===== src/rtl/axi2mem_pkg.sv =====
// Shared constants and types for the axi2mem synch/response path.
package axi2mem_pkg;

  localparam int unsigned DEFAULT_ID_WIDTH = 6;

  localparam logic [1:0] RESP_OKAY   = 2'b00;
  localparam logic [1:0] RESP_SLVERR = 2'b10;

  typedef enum logic [1:0] {
    IDLE  = 2'd0,
    DRAIN = 2'd1,
    RESP  = 2'd2
  } synch_state_e;

endpackage


===== src/rtl/axi2mem_buffer.sv =====
// Small FIFO with registered empty/full flags; a same-cycle pop never frees a slot for push.
module axi2mem_buffer #(
  parameter int unsigned DATA_WIDTH   = 6,
  parameter int unsigned BUFFER_DEPTH = 2
) (
  input  logic                  clk_i,
  input  logic                  rst_i,
  input  logic                  push_i,
  input  logic [DATA_WIDTH-1:0] data_i,
  input  logic                  pop_i,
  output logic [DATA_WIDTH-1:0] data_o,
  output logic                  empty_o,
  output logic                  full_o
);

  localparam int unsigned PtrWidth = (BUFFER_DEPTH > 1) ? $clog2(BUFFER_DEPTH) : 1;
  localparam int unsigned CntWidth = $clog2(BUFFER_DEPTH + 1);
  localparam logic [PtrWidth-1:0] PtrLast = PtrWidth'(BUFFER_DEPTH - 1);

  logic [DATA_WIDTH-1:0] mem_q [BUFFER_DEPTH];
  logic [PtrWidth-1:0]   wr_ptr_q, rd_ptr_q;
  logic [CntWidth-1:0]   cnt_q, cnt_d;
  logic                  empty_q, full_q;
  logic                  push_en, pop_en;

  assign push_en = push_i && !full_q;
  assign pop_en  = pop_i && !empty_q;
  assign data_o  = mem_q[rd_ptr_q];
  assign empty_o = empty_q;
  assign full_o  = full_q;

  always_comb begin
    cnt_d = cnt_q;
    if (push_en && !pop_en) begin
      cnt_d = cnt_q + CntWidth'(1);
    end else if (pop_en && !push_en) begin
      cnt_d = cnt_q - CntWidth'(1);
    end
  end

  always_ff @(posedge clk_i or posedge rst_i) begin
    if (rst_i) begin
      wr_ptr_q <= '0;
      rd_ptr_q <= '0;
      cnt_q    <= '0;
      empty_q  <= 1'b1;
      full_q   <= 1'b0;
    end else begin
      if (push_en) begin
        wr_ptr_q <= (wr_ptr_q == PtrLast) ? '0 : wr_ptr_q + PtrWidth'(1);
      end
      if (pop_en) begin
        rd_ptr_q <= (rd_ptr_q == PtrLast) ? '0 : rd_ptr_q + PtrWidth'(1);
      end
      cnt_q   <= cnt_d;
      empty_q <= (cnt_d == '0);
      full_q  <= (cnt_d == CntWidth'(BUFFER_DEPTH));
    end
  end

  always_ff @(posedge clk_i) begin
    if (push_en) begin
      mem_q[wr_ptr_q] <= data_i;
    end
  end

endmodule


===== src/rtl/axi2mem_synch_rsp.sv =====
// Turns joined synch tokens into AXI B responses once all outstanding TCDM traffic has drained.
// Define AXI2MEM_SYNCH_ERR_EN to add tcdm_err_i and a sticky SLVERR response flag.
module axi2mem_synch_rsp
  import axi2mem_pkg::*;
#(
  parameter int unsigned ID_WIDTH   = DEFAULT_ID_WIDTH,
  parameter int unsigned FIFO_DEPTH = 2,
  parameter int unsigned CNT_WIDTH  = 4
) (
  input  logic                clk_i,
  input  logic                rst_i,
  input  logic                synch_req_i,
  input  logic [ID_WIDTH-1:0] synch_id_i,
  output logic                synch_gnt_o,
  input  logic                tcdm_issue_i,
  input  logic                tcdm_done_i,
`ifdef AXI2MEM_SYNCH_ERR_EN
  input  logic                tcdm_err_i,
`endif
  output logic                b_valid_o,
  output logic [ID_WIDTH-1:0] b_id_o,
  output logic [1:0]          b_resp_o,
  input  logic                b_ready_i,
  output logic                busy_o
);

  localparam logic [CNT_WIDTH-1:0] CntMax = '1;

  synch_state_e          state_q, state_d;
  logic [CNT_WIDTH-1:0]  cnt_q, cnt_d;
  logic                  fifo_empty, fifo_full;
  logic                  push, pop;
  logic [ID_WIDTH-1:0]   head_id;

  assign synch_gnt_o = !fifo_full;
  assign push        = synch_req_i && !fifo_full;
  assign pop         = (state_q == RESP) && b_ready_i;

  axi2mem_buffer #(
    .DATA_WIDTH   (ID_WIDTH),
    .BUFFER_DEPTH (FIFO_DEPTH)
  ) u_token_fifo (
    .clk_i   (clk_i),
    .rst_i   (rst_i),
    .push_i  (push),
    .data_i  (synch_id_i),
    .pop_i   (pop),
    .data_o  (head_id),
    .empty_o (fifo_empty),
    .full_o  (fifo_full)
  );

  // Saturate at both ends; hitting either bound is a protocol violation upstream.
  always_comb begin
    cnt_d = cnt_q;
    if (tcdm_issue_i && !tcdm_done_i && cnt_q != CntMax) begin
      cnt_d = cnt_q + CNT_WIDTH'(1);
    end else if (tcdm_done_i && !tcdm_issue_i && cnt_q != '0) begin
      cnt_d = cnt_q - CNT_WIDTH'(1);
    end
  end

  always_comb begin
    state_d = state_q;
    unique case (state_q)
      IDLE:    if (!fifo_empty) state_d = DRAIN;
      DRAIN:   if (cnt_q == '0 && !tcdm_issue_i) state_d = RESP;
      RESP:    if (b_ready_i) state_d = IDLE;
      default: state_d = IDLE;
    endcase
  end

  always_ff @(posedge clk_i or posedge rst_i) begin
    if (rst_i) begin
      state_q <= IDLE;
      cnt_q   <= '0;
    end else begin
      state_q <= state_d;
      cnt_q   <= cnt_d;
    end
  end

  assign b_valid_o = (state_q == RESP);
  assign b_id_o    = b_valid_o ? head_id : '0;
  assign busy_o    = !fifo_empty || (cnt_q != '0) || (state_q != IDLE);

`ifdef AXI2MEM_SYNCH_ERR_EN
  logic err_q, err_d;

  // An error landing in the handshake cycle belongs to the next response.
  assign err_d = (err_q && !pop) || (tcdm_done_i && tcdm_err_i);

  always_ff @(posedge clk_i or posedge rst_i) begin
    if (rst_i) begin
      err_q <= 1'b0;
    end else begin
      err_q <= err_d;
    end
  end

  assign b_resp_o = (b_valid_o && err_q) ? RESP_SLVERR : RESP_OKAY;
`else
  assign b_resp_o = RESP_OKAY;
`endif

  always @(posedge clk_i) begin
    if (!rst_i) begin
      assert (!(tcdm_issue_i && !tcdm_done_i && cnt_q == CntMax))
        else $error("axi2mem_synch_rsp: TCDM issue with outstanding counter at maximum");
      assert (!(tcdm_done_i && !tcdm_issue_i && cnt_q == '0))
        else $error("axi2mem_synch_rsp: TCDM done with no outstanding request");
    end
  end

endmodule

===== config.mk =====
export PLATFORM = sky130hd
export DESIGN_NAME = axi2mem_synch_rsp
export DESIGN_NICKNAME = d
export VERILOG_FILES = /design/src/rtl/axi2mem_pkg.sv /design/src/rtl/axi2mem_buffer.sv /design/src/rtl/axi2mem_synch_rsp.sv
export SDC_FILE = /design/constraint.sdc
export NUM_CORES = 1
export LEC_CHECK = 0
export BUFFER_PORTS_ARGS = -buffer_cell sky130_fd_sc_hd__buf_4
export CAP_MARGIN = 10
export CORE_UTILIZATION = 44
export DETAILED_ROUTE_END_ITERATION = 10
export PLACE_DENSITY = 0.64
export SLEW_MARGIN = 20
export SYNTH_ARGS = -nofsm -noshare
export SYNTH_HDL_FRONTEND = slang
export SYNTH_SLANG_ARGS = --single-unit

===== constraint.sdc =====
create_clock -name clk_i -period 2.23 [get_ports clk_i]
set_input_delay 0.3345 -clock clk_i [delete_from_list [all_inputs] [get_ports clk_i]]
set_output_delay 0.3345 -clock clk_i [all_outputs]
set_load 0.01 [all_outputs]

==> Yosys cells after proc, flatten, opt, wreduce, memory -nomap -nowiden <==
Memories as Yosys holds them, arrays and structs flattened.
Cells that the tools add are included.
{ "op_classes": {"reduce_logical": 26, "mux": 13, "n_eq_ne": 7, "n_addsub": 6} }
{ "op_table": {"columns": ["cell", "count"], "rows": [
  ["1-bit logical AND", 11],
  ["2-bit 2-to-1 mux", 5],
  ["4-bit 2-to-1 mux", 2],
  ["1-bit logical NOT", 6],
  ["6-bit 2-to-1 mux", 1],
  ["2-bit case mux with 3 select lines", 1],
  ["4-bit by 1-bit adder with 4-bit output, second input constant", 1],
  ["2-bit == test, second input constant", 2],
  ["2-bit logical NOT", 2],
  ["4-bit logical NOT", 1],
  ["1-bit 2-to-1 mux", 4],
  ["2-bit != test, second input constant", 2],
  ["4-bit != test, second input constant", 1],
  ["2-bit nonzero test", 2],
  ["4-bit nonzero test", 1],
  ["4-bit by 1-bit subtractor with 4-bit output, second input constant", 1],
  ["3-bit AND reduction", 1],
  ["1-bit adder, second input constant", 2],
  ["2-bit by 1-bit adder with 2-bit output, second input constant", 1],
  ["2-bit by 1-bit == test with 1-bit output, second input constant", 1],
  ["1-bit logical OR", 2],
  ["2-bit by 1-bit != test with 1-bit output, second input constant", 1],
  ["2-bit by 1-bit subtractor with 2-bit output, second input constant", 1]
]} }
{ "totals": {"ram_bits": 12, "regBits": 12, "memories": 1, "output_inout_bits": 11} }
{ "memory_table": {"columns": ["memory", "words", "width", "rd", "rd_ports_with_merged_regs", "write_ports", "line", "text"], "rows": [
  ["u_token_fifo.mem_q", 2, 6, 1, 0, 1, "axi2mem_buffer.sv:20", "logic [DATA_WIDTH-1:0] mem_q [BUFFER_DEPTH];"]
]} }

==> Longest topological paths before layout <==
{ "depth": {"depth_word": 8, "depth_mapped": 7, "mapped_depth_nobuf": 7} }

==> Modules after synthesis <==
Synthesis repeated with hierarchy kept, for this count alone.
{ "unflattened": {"cells_unflattened": 97, "area_unflattened_um2": 1224.9} }
{ "by_module_without_submodules": {"columns": ["mod", "seq_area_each_um2", "area_per_inst_um2", "cells_each", "n_inst"], "rows": [
  ["axi2mem_buffer", 511.7, 780.7, 53, 1],
  ["axi2mem_synch_rsp", 150.1, 444.2, 44, 1]
]} }

==> Worst setup path before layout <==
OpenSTA, ideal clock, no wires.
{ "synth_path": {"path_kind": "reg-to-reg", "from": "reg cnt_q[1]", "to": "reg cnt_q[3]", "required_ns": 2.151, "path_stages_with_launch": 8, "path_buffers": 0, "period_less_slack_ns": 1.814, "slack_ns": 0.416, "t_arrival_ns": 1.734, "cell_sequence": "dfrtp_1 > a41oi_1 > nand2_1 > ha_1 > a21o_1 > a21oi_1 > mux2i_1 > xor2_1"} }
{ "synth_via": {"elab_chain_len": 3, "elab_cells_between_ends": 9, "cone_classes": "add/sub (2); eq/ne (1); mux (2); reduce/logical (4)"} }
{ "synth_lines": {"columns": ["item", "line", "text"], "rows": [
  ["from (decl)", "axi2mem_synch_rsp.sv:30", "logic [CNT_WIDTH-1:0] cnt_q, cnt_d;"],
  ["from (signal assigned)", "axi2mem_synch_rsp.sv:79", "cnt_q <= cnt_d;"],
  ["4-bit by 1-bit subtractor with 4-bit output (tied with other cells)", "axi2mem_synch_rsp.sv:59", "cnt_d = cnt_q - CNT_WIDTH'(1);"],
  ["4-bit 2-to-1 mux (tied with other cells)", "axi2mem_synch_rsp.sv:58", "end else if (tcdm_done_i && !tcdm_issue_i && cnt_q != '0) begin"],
  ["4-bit 2-to-1 mux or 2-bit nonzero test (tied branches)", null, null]
]} }
Parallel ways exist; a longest one is shown, timed or not. The select of a mux whose other input is x is not followed.
A chain may end at the register's enable or synchronous reset.

==> Worst setup path after layout <==
{ "layout_path": {"from": "reg cnt_q[3]", "to": "out busy_o"} }
{ "layout_via": {"elab_chain_len": 3} }
{ "layout_lines": {"columns": ["item", "line", "text"], "rows": [
  ["4-bit nonzero test", "axi2mem_synch_rsp.sv:85", "assign busy_o = !fifo_empty || (cnt_q != '0) || (state_q != IDLE);"],
  ["1-bit logical OR (2 in a row)", "axi2mem_synch_rsp.sv:85", null],
  ["to (decl)", "axi2mem_synch_rsp.sv:24", "output logic busy_o"]
]} }
No other way between the ends.

==> metrics.yaml <==
crit_arrival_ns: 1.79
p_sw_uw: 454
cts_tree: "built"
area_delta_synth_final_pct: 19.7
netlist_instances: 88
clkTransAtPathRegs_ns: 0.12
clock.fmax_mhz: 470
grt_pass1_wl_um: 2960
antenna_found_initial: 0
grt_max_degree: 14
finalWorstSetupSlack_ns: 0.101
ys_top_cells_by_count: "edfxtp_1, dfrtp_1, nor2_1"
leakage_uw: 0.000587
synth.yosys.seq_area_share_pct: 58.3
antenna_violating_nets_post_route: 0
holdWs_ns: 0.0161
yosysTopAreaCell: "edfxtp_1"
cellPowerDensity_nw_per_um2: 1040
grt.total_usage_pct: 15.1
fin_skew_ns: 0.00735
p_clk_share_pct: 13.3
worstSetupPathType: "reg -> out"
core-area_um2: 2450
peakVddDrop_mv: 0.777
async_reset_ff_share_pct: 50.0
clk_path_buf_depth: 2
synth_ff_type: "edfxtp_1"
cts_sinks: 24
finalSetupViolCount: 0
synth_top_family_by_area: "simple AND/OR/NAND/NOR gates"
rows: 18
wl_um: 1800
drive_gt1_share_pct: 32.1
die_area_um2: 2790
min_period_ns: 2.13
cts_max_level: 1
pin_count: 23
dpl.hpwl_um: 1330
ys_ff_latch: 24
worst_skew_pair.late_latency_ns: 0.31
p_seq_share_pct: 52.0
swShare_pct: 31.9
wl_per_cell_um: 12.7
die_h_um: 52.8
crit_start: "cnt_q[3]$_DFFE_PP0P_"
dpl_worst_slack_ns: 0.286
slew-limit-headroom_pct: 65.6
synth.area.mux_share_pct: 10.1
yosysTopAreaCellShare_pct: 31.7
pwr-share-comb_pct: 34.7
grt_pass1_vias: 692
synth_edf_count: 12
max_cap_viol_count: 0
drt_iter0_drc: 5
route.detailed.drc: 0
vias: 711
rsz0062_at_grt: "false"
synth_xor_area_share_pct: 4.63
hold_violations: 0
finalSetupTns_ns: 0
cts_buffers: 3
syn_area_um2: 1140
r2r-start: "cnt_q[0]$_DFFE_PP0P_"
crit_path_max_fanout: 3
synthSimpleGateAreaFrac_pct: 13.8
cts-root-buf: "clkbuf_4"
viasPerCell: 5.01
dpl.cell_count: 135
synthTopCellsByArea: "edfxtp_1, dfrtp_1, mux2i_1, nor2_1, xor2_1"
ys_warn_count: 0
firstDrtPassIters: 2
syn_avg_cell_area_um2: 12.9
synth_compound_area_share_pct: 5.62
routabilityCongestion: 0.639
final_cells: 142
cp-end-kind: "output port"
worst_pin_slew_ns: 0.514
slew_violations: 0
grt_overflow: 0
hold_class: "in -> async"
ys_types: 33
diodes: 0
status: "completed"
synth.most_common_cell: "edfxtp_1"
start_util_pct: 46.3
die_width_um: 52.8
critical_path_required_ns: 1.90
final_nets: 128
power.internal_uw: 967
period_share_pct: 95.5
synthAdderAreaFrac_pct: 3.96
cp-start-kind: "flop"
port_buffers: 20
-- through the flow --
step                      cell area [um2]  utilization (%)  power [uW]
final                                1360             55.4        1420
after global routing                 1360             55.4        1510
after CTS                            1360             55.2        1430
after detailed placement             1310             53.2        1200
after global placement               1310             53.2        1180
after floorplan                      1140                -        1080
-- layout by cell type (no fill, tap or decap), types with 2 or more instances in the layout --
| cell type | n |
|---|---|
| nor2_1 | 11 |
| mux2_1 | 2 |
| mux2i_1 | 7 |
| xnor2_1 | 2 |
| dfrtp_1 | 10 |
| ha_1 | 2 |
| edfxtp_1 | 12 |
| xor2_1 | 4 |
| buf_4 | 23 |
| nand2b_1 | 2 |
| inv_1 | 4 |
| and2_1 | 3 |
| clkbuf_4 | 3 |
| nor2b_1 | 2 |
| a21oi_1 | 2 |
| conb_1 | 2 |
| a22o_1 | 2 |
| nand2_2 | 2 |
| mux2_2 | 2 |
-- final cells by class --
cell class	count	area, um2
Timing Repair Buffer	23	173
Sequential cell	24	663
Clock buffer	4	26.3
Inverter	4	15.0
Tap cell	30	37.5
Multi-Input combinational cell	57	445
Fill cell	218	1090
-- logic make-up after synthesis --
kind of cell | after synthesis
and+or+nand+nor | 27
DFF | 24
muxes | 11
AOI/OAI and AO/OA | 8
buffers and inverters | 8
xor gates and xnor gates | 6
adders and majority gates | 3
other | 1
-- routing by layer --
metal  GRT usage, %  up-vias  routed length [um]
li1               -      359                   -
met1           19.9      336                 855
met2           23.6       14                 878
met3           3.48        2                  52
met4           6.58        0                  13
met5              0        -                   0
-- worst max-delay path: stages, from the launching register on --
cell	delay, ns
dfrtp_1	0.41
or4_4	0.55
or3b_4	0.38
buf_4	0.15
-- power groups by stage --
stage	Clock, uW	Sequential, uW	Combinational (uW)
CTS	200	736	498
global placement	0	763	414
global route	212	758	543
detailed placement	0	770	425
floorplan	0	718	366
finish	189	739	492
-- worst paths after layout --
path,end,slack (ns),cells past startpoint
max in group asynchronous,u_token_fifo.empty_o$_DFF_PP1_,1.87,2
max reg2reg,cnt_q[3]$_DFFE_PP0P_,0.16,8
min,u_token_fifo.cnt_q[0]$_DFF_PP0_,0.02,2
min in group clk_i,state_q[1]$_DFFE_PP0P_,0.20,2
max,busy_o,0.10,3
min reg2reg,u_token_fifo.wr_ptr_q$_DFFE_PP0N_,0.50,1
-- state kept, by name (all words and copies together), names as in the netlist --
name	count
u_token_fifo.cnt_q	2
u_token_fifo.full_o	1
u_token_fifo.mem_q	12
u_token_fifo.wr_ptr_q	1
cnt_q	4
u_token_fifo.rd_ptr_q	1
state_q	2
u_token_fifo.empty_o	1
-- repair_timing --
item / CTS / global route
buffers inserted: 3 / 0
hold buffers: 0 / 0
gates resized for setup: 1 / 2
setup endpoints to repair: 1 / 2
Note: power is estimated with default switching activity, not from simulation.
